--- src/rtl/re_requester_if.sv ---
// re_requester_if: groups the request/acknowledge channel and the status
// outputs of the REreq/REack initiator.
//   master : the requester side (drives REreq and the status outputs)
//   slave  : the surrounding logic/controller side (drives start and REack)
interface re_requester_if #(
    parameter int PEND_W = 4
);
    logic              start;     // one-cycle request for one handshake
    logic              REack;     // asynchronous acknowledge from the stage controller
    logic              REreq;     // registered request to the stage controller
    logic              busy;      // FSM not idle or requests still queued
    logic              done;      // one-cycle pulse per completed handshake
    logic              ovf;       // one-cycle pulse when a start is dropped at saturation
    logic [PEND_W-1:0] pend_cnt;  // requests accepted but not yet started
    logic              timeout;   // one-cycle pulse on watchdog expiry

    modport master (
        input  start,
        input  REack,
        output REreq,
        output busy,
        output done,
        output ovf,
        output pend_cnt,
        output timeout
    );

    modport slave (
        output start,
        output REack,
        input  REreq,
        input  busy,
        input  done,
        input  ovf,
        input  pend_cnt,
        input  timeout
    );
endinterface

--- src/rtl/re_requester.sv ---
// re_requester: synchronous four-phase initiator for the REreq/REack channel.
// Queues start requests in a saturating counter, drives a registered REreq,
// observes REack through a SYNC_STAGES-deep synchronizer and pulses done once
// per completed handshake. Back-to-back handshakes re-raise REreq on the same
// edge that done asserts.
//
// Optional feature macro: RE_REQUESTER_TIMEOUT_EN
//   Defined   : per-phase watchdog of TO_CYCLES clocks; on expiry pulses
//               timeout, flushes the queue and parks in ABORT until REack
//               is seen low.
//   Undefined : handshakes wait indefinitely, timeout is tied low.
module re_requester #(
    parameter int SYNC_STAGES = 2,
    parameter int PEND_W      = 4,
    parameter int TO_CYCLES   = 255
) (
    input logic            clk,
    input logic            rst,
    re_requester_if.master bus
);

    localparam logic [PEND_W-1:0] PEND_MAX = {PEND_W{1'b1}};

    // Elaboration-time guard against parameter values the logic cannot support.
    generate
        if (SYNC_STAGES < 2 || PEND_W < 1 || TO_CYCLES < 1) begin : g_param_check
            $error("re_requester: SYNC_STAGES must be >= 2, PEND_W and TO_CYCLES >= 1");
        end
    endgenerate

    typedef enum logic [1:0] {
        IDLE   = 2'd0,
        REQ_HI = 2'd1,
`ifdef RE_REQUESTER_TIMEOUT_EN
        REQ_LO = 2'd2,
        ABORT  = 2'd3
`else
        REQ_LO = 2'd2
`endif
    } state_t;

    // ------------------------------------------------------------------
    // Acknowledge synchronizer: the only consumer of raw REack.
    // ------------------------------------------------------------------
    logic [SYNC_STAGES-1:0] sync_q;
    logic                   ack_s;

    // Shift REack through SYNC_STAGES flops; cleared by reset.
    always_ff @(posedge clk) begin
        // NOTE: sequential state uses non-blocking (<=) so every flop samples
        // the pre-edge value of its neighbours regardless of statement order.
        if (rst) begin
            sync_q <= '0;
        end else begin
            sync_q <= {sync_q[SYNC_STAGES-2:0], bus.REack};
        end
    end

    assign ack_s = sync_q[SYNC_STAGES-1];

    // ------------------------------------------------------------------
    // State and pending-request registers
    // ------------------------------------------------------------------
    state_t            state_q, state_d;
    logic [PEND_W-1:0] pend_q, pend_d;
    logic              pend_nz;
    logic              consume;    // a request is taken this cycle (entry to REQ_HI)
    logic              direct;     // the request taken is this cycle's start
    logic              start_ok;   // start is eligible to be queued this cycle
    logic              inc, dec;
    logic              flush;      // watchdog discards the queue
    logic              done_d;
    logic              ovf_d;

    logic              req_q;
    logic              busy_q;
    logic              done_q;
    logic              ovf_q;

    assign pend_nz = |pend_q;

`ifdef RE_REQUESTER_TIMEOUT_EN
    localparam int TO_W = $clog2(TO_CYCLES + 1);

    logic [TO_W-1:0] phase_q;
    logic            timeout_d;
    logic            timeout_q;
`endif

    // Next-state, queue bookkeeping and pulse generation.
    always_comb begin
        // NOTE: every signal gets a default before the case so no path leaves
        // one unassigned, which would otherwise infer a latch.
        state_d  = state_q;
        consume  = 1'b0;
        done_d   = 1'b0;
        flush    = 1'b0;
        start_ok = bus.start;
`ifdef RE_REQUESTER_TIMEOUT_EN
        timeout_d = 1'b0;
`endif

        case (state_q)
            IDLE: begin
                // Gated by ack_s=0 so a controller still finishing a
                // return-to-zero (e.g. after reset) is never re-requested.
                if (!ack_s && (pend_nz || bus.start)) begin
                    state_d = REQ_HI;
                    consume = 1'b1;
                end
            end
            REQ_HI: begin
                if (ack_s) begin
                    state_d = REQ_LO;
                end
            end
            REQ_LO: begin
                if (!ack_s) begin
                    done_d = 1'b1;
                    if (pend_nz || bus.start) begin
                        state_d = REQ_HI;
                        consume = 1'b1;
                    end else begin
                        state_d = IDLE;
                    end
                end
            end
`ifdef RE_REQUESTER_TIMEOUT_EN
            ABORT: begin
                // Requests arriving while aborting are dropped silently.
                start_ok = 1'b0;
                if (!ack_s) begin
                    state_d = IDLE;
                end
            end
`endif
            default: begin
                state_d = IDLE;
            end
        endcase

`ifdef RE_REQUESTER_TIMEOUT_EN
        // Watchdog: a phase that would reach TO_CYCLES clocks without a
        // transition is abandoned instead.
        if ((state_q == REQ_HI || state_q == REQ_LO) && (state_d == state_q) &&
            (phase_q == TO_W'(TO_CYCLES - 1))) begin
            state_d   = ABORT;
            timeout_d = 1'b1;
            flush     = 1'b1;
            start_ok  = 1'b0;
        end
`endif

        // A start consumed in its own cycle (queue empty) bypasses the counter.
        direct = consume && !pend_nz;
        inc    = start_ok && !direct;
        dec    = consume && pend_nz;

        pend_d = pend_q;
        ovf_d  = 1'b0;
        if (flush) begin
            pend_d = '0;
        end else if (inc && !dec) begin
            if (pend_q == PEND_MAX) begin
                ovf_d = 1'b1;
            end else begin
                pend_d = pend_q + 1'b1;
            end
        end else if (dec && !inc) begin
            pend_d = pend_q - 1'b1;
        end
    end

    // State register and registered outputs, all reflecting the post-edge state.
    always_ff @(posedge clk) begin
        if (rst) begin
            state_q <= IDLE;
            pend_q  <= '0;
            req_q   <= 1'b0;
            busy_q  <= 1'b0;
            done_q  <= 1'b0;
            ovf_q   <= 1'b0;
        end else begin
            state_q <= state_d;
            pend_q  <= pend_d;
            req_q   <= (state_d == REQ_HI);
            busy_q  <= (state_d != IDLE) || (pend_d != '0);
            done_q  <= done_d;
            ovf_q   <= ovf_d;
        end
    end

`ifdef RE_REQUESTER_TIMEOUT_EN
    // Phase counter: restarts on every state change, counts while a
    // handshake phase is outstanding; also registers the timeout pulse.
    always_ff @(posedge clk) begin
        if (rst) begin
            phase_q   <= '0;
            timeout_q <= 1'b0;
        end else begin
            timeout_q <= timeout_d;
            if (state_d != state_q) begin
                phase_q <= '0;
            end else if (state_q == REQ_HI || state_q == REQ_LO) begin
                phase_q <= phase_q + 1'b1;
            end
        end
    end

    assign bus.timeout = timeout_q;
`else
    assign bus.timeout = 1'b0;
`endif

    assign bus.REreq    = req_q;
    assign bus.busy     = busy_q;
    assign bus.done     = done_q;
    assign bus.ovf      = ovf_q;
    assign bus.pend_cnt = pend_q;

endmodule

--- src/flat_wrapper.sv ---
// flat-port wrapper written by rule: the top's interface ports become plain ports
module re_requester_flat 
#(
    parameter int SYNC_STAGES = 2,
    parameter int PEND_W      = 4,
    parameter int TO_CYCLES   = 255
)
  (clk, rst, bus_start, bus_REack, bus_REreq, bus_busy, bus_done, bus_ovf, bus_pend_cnt, bus_timeout);
  re_requester_if #(.PEND_W(PEND_W)) bus_i ();
  input logic clk;
  input logic rst;
  input wire logic [$bits(bus_i.start)-1:0] bus_start;
  input wire logic [$bits(bus_i.REack)-1:0] bus_REack;
  output wire logic [$bits(bus_i.REreq)-1:0] bus_REreq;
  output wire logic [$bits(bus_i.busy)-1:0] bus_busy;
  output wire logic [$bits(bus_i.done)-1:0] bus_done;
  output wire logic [$bits(bus_i.ovf)-1:0] bus_ovf;
  output wire logic [$bits(bus_i.pend_cnt)-1:0] bus_pend_cnt;
  output wire logic [$bits(bus_i.timeout)-1:0] bus_timeout;
  assign bus_i.start = bus_start;
  assign bus_i.REack = bus_REack;
  assign bus_REreq = bus_i.REreq;
  assign bus_busy = bus_i.busy;
  assign bus_done = bus_i.done;
  assign bus_ovf = bus_i.ovf;
  assign bus_pend_cnt = bus_i.pend_cnt;
  assign bus_timeout = bus_i.timeout;
  re_requester #(.SYNC_STAGES(SYNC_STAGES), .PEND_W(PEND_W), .TO_CYCLES(TO_CYCLES)) u_core (.clk(clk), .rst(rst), .bus(bus_i));
endmodule
--- config.mk ---
export PLATFORM = sky130hd
export DESIGN_NAME = re_requester_flat
export DESIGN_NICKNAME = d
export VERILOG_FILES = /design/src/rtl/re_requester_if.sv /design/src/rtl/re_requester.sv /design/src/flat_wrapper.sv
export SDC_FILE = /design/constraint.sdc
export NUM_CORES = 1
export LEC_CHECK = 0
export ABC_AREA = 1
export ABC_CLOCK_PERIOD_IN_PS = 1500
export CAP_MARGIN = 0
export CORE_AREA = 3 3 46 48
export DETAILED_ROUTE_END_ITERATION = 6
export DIE_AREA = 0 0 49 51
export GPL_TIMING_DRIVEN = 0
export MAX_ROUTING_LAYER = met4
export PLACE_DENSITY = 0.66
export SYNTH_ARGS = -nofsm -noshare
export SYNTH_HDL_FRONTEND = slang
export SYNTH_SLANG_ARGS = --single-unit
--- constraint.sdc ---
create_clock -name clk -period 1.5 [get_ports clk]
set_clock_uncertainty 0.1 [all_clocks]
set_input_delay 0.3 -clock clk [delete_from_list [all_inputs] [get_ports clk]]
set_output_delay 0.3 -clock clk [all_outputs]
set_load 0.005 [all_outputs]
==> results.py <==
metrics = {
    "status": {
        "outcome": "finished clean",
    },
    "global_routing": {
        "grt_max_degree": 11,
        "overflow": 0,
        "grt_pass1_vias": 509,
        "grt_pass1_wl_microns": 2080,
        "antenna_found_initial": 0,
        "track_usage_pct": 11.3,
    },
    "pwr": {
        "p_leak_uw": 0.000474,
        "power_density_nw_per_um2": 1040,
        "irDropWorstVdd_mv": 0.550,
        "totalPowerFinal_uw": 938,
    },
    "clock_tree": {
        "cts_root_buf": "clkbuf_4",
        "cts.sinks": 12,
        "clkTransAtPathRegs_ns": 0.07,
        "clockBufferDepth": 2,
        "htreeDepth": 1,
        "cts_inserted_buffers": 3,
        "cts_tree": "done",
        "clkLatencyLatePin_ns": 0.26,
    },
    "floorplanning": {
        "ioPinCount": 13,
        "initial_core_util_pct": 38.9,
        "die_h_microns": 51,
        "die-area_sq_um": 2500,
        "num_rows": 15,
        "fp.coreArea_sq_um": 1750,
        "fp.dieW_microns": 49,
    },
    "timing": {
        "drv_slew": 0,
        "fmax_mhz": 690,
        "rsz0062_at_grt": "yes",
        "final.period_utilization_pct": 96.6,
        "setup-violations-final": 0,
        "hold_viol": 0,
        "min_period_ns": 1.45,
    },
    "critical_path": {
        "start_kind": "flop",
        "cp_top_family": "buffers and inverters",
        "cp_slowest_cell": "clkdlybuf4s50_1",
        "crit_path_end_kind": "primary output",
        "crit_fanout": 1,
        "cp.arrival_ns": 1.05,
        "critPathMaxStageDelay_ns": 0.49,
        "crit_chain": "clkdlybuf4s50_1",
        "worst-setup-path-type": "flop to primary output",
        "critPathBufInv": 1,
        "required_ns": 1.10,
    },
    "logic_synthesis": {
        "syn_nets": 102,
        "synth_warnings": 0,
        "yosysTopAreaCellShare_pct": 35.4,
        "ys_types": 22,
        "yosysTopAreaCell": "dfxtp_1",
        "syn_avg_cell_area_sq_um": 7.14,
        "synth.cell_area_sq_um": 678,
        "synthCells": 95,
        "yosys-top-cells-area": "dfxtp_1 35%, nand2_1 12%, nor2_1 6.1%",
        "synth_seq_cells": 12,
        "yosysSeqAreaShare_pct": 35.4,
    },
    "layout": {
        "fin_cells": 137,
        "drive_gt1_share_pct": 28.6,
        "synthToLayoutAreaGrowth_pct": 33.4,
        "antennaDiodeCount": 0,
        "final_common_cell": "nand2_1",
        "fin_nets": 121,
        "final_cell_mix": "22 x nand2_1, 11 x nor2_1, 8 x dfxtp_1",
    },
    "worst_hold_path": {
        "hold_class": "flop to flop",
    },
    "routing": {
        "drt.antenna.violating_nets": 0,
        "num_vias": 605,
        "wl_per_cell_microns": 9.51,
        "drtPass1Iterations": 2,
        "drt_wl_total_microns": 1300,
        "drc": 0,
        "via_per_inst": 4.42,
        "first_iter_violations": 5,
    },
    "placed_design": {
        "place_congestion": 0.766,
        "place_inst": 131,
        "dpl.hpwl_microns": 997,
        "port_buffers": 11,
    },
    "run": {
        "max_cap_violations": 0,
    },
}
-- layout make-up --
| class | count | area (sq um) |
|---|---|---|
| Clock buffer | 3 | 22.5 |
| Fill cell | 165 | 841 |
| Sequential cell | 12 | 248 |
| Multi-Input combinational cell | 67 | 394 |
| Buffer | 3 | 22.5 |
| Tap cell | 25 | 31.3 |
| Inverter | 13 | 48.8 |
| Timing Repair Buffer | 14 | 138 |
-- final timing paths --
| check | from | end | slack, ns | cells past startpoint |
|---|---|---|---|---|
| setup / recovery | u_core.bus.ovf | bus_ovf | 0.05 | 1 |
| hold / removal | u_core.sync_q[0] | u_core.sync_q[1] | 0.31 | 2 |
| setup reg to reg | u_core.bus.pend_cnt[0] | u_core.bus.busy | 0.08 | 10 |
| hold reg to reg | u_core.sync_q[0] | u_core.sync_q[1] | 0.31 | 2 |
-- per-layer routing --
| layer | vias to the layer above | global-route usage, % | part of all wire [%] |
|---|---|---|---|
| li1 | 325 | - | - |
| met4 | 0 | 9.95 | 2.8 |
| met1 | 269 | 12.6 | 47 |
| met3 | 4 | 1.17 | 2.4 |
| met2 | 7 | 18.3 | 48 |
| met5 | - | - | 0 |
-- through the flow --
step           cell area [sq um]  hold WS (ns)  setup WS [ns]  utilization [%]  setup TNS [ns]
2_1_floorplan                678         0.288         0.0697                -               0
3_3_place_gp                 820         0.294         -0.260             47.0          -0.589
3_5_place_dp                 820         0.299         -0.252             47.0          -0.570
4_1_cts                      867         0.315        0.00616             49.7               0
5_1_grt                      905         0.333        -0.0217             51.8         -0.0217
6_report                     905         0.311         0.0512             51.8               0
-- power by group --
part           switching, uW  leakage [uW]  internal (uW)  total [uW]
clock                   89.2     0.0000138           92.5         182
sequential              24.3      0.000101            358         382
combinational            210      0.000360            164         374
total                    324      0.000474            614         938
-- registers in the layout, indices dropped and copies added, names as in the netlist --
name,count
u_core.state_q,2
u_core.bus.ovf,1
u_core.bus.pend_cnt,4
u_core.bus.busy,1
u_core.sync_q,2
u_core.bus.done,1
u_core.bus.REreq,1
-- Yosys cell counts --
cell type  instances
nand2_1           22
o21ai_0            2
nand2_2            4
inv_1              9
buf_6              1
nor2_4             2
nor2_2             2
ha_1               3
o21bai_2           1
a21oi_1            4
nor2_1            11
xor2_1             2
inv_2              4
dfxtp_1           12
nand3_1            7
nand4_1            1
nand2_4            1
buf_4              1
nand3_2            2
conb_1             1
clkbuf_1           1
nor3_1             2
-- logic make-up after synthesis --
logic type               share of synthesized area, %
other                                           0.553
AO/OA/AOI/OAI                                    6.09
flip-flops                                       35.4
buffers and inverters                            10.5
adder cells (fa/ha/maj)                          5.54
XOR/XNOR                                         2.58
AND/OR/NAND/NOR                                  39.3
-- timing repair --
action,4_1_cts,5_1_grt
hold buffers,0,0
endpoints found under the hold margin,0,0
gates resized for setup,9,11
setup endpoints to repair,5,4
buffers inserted,3,0
pin swaps,0,3
Note: power is estimated with default switching activity, not from simulation.
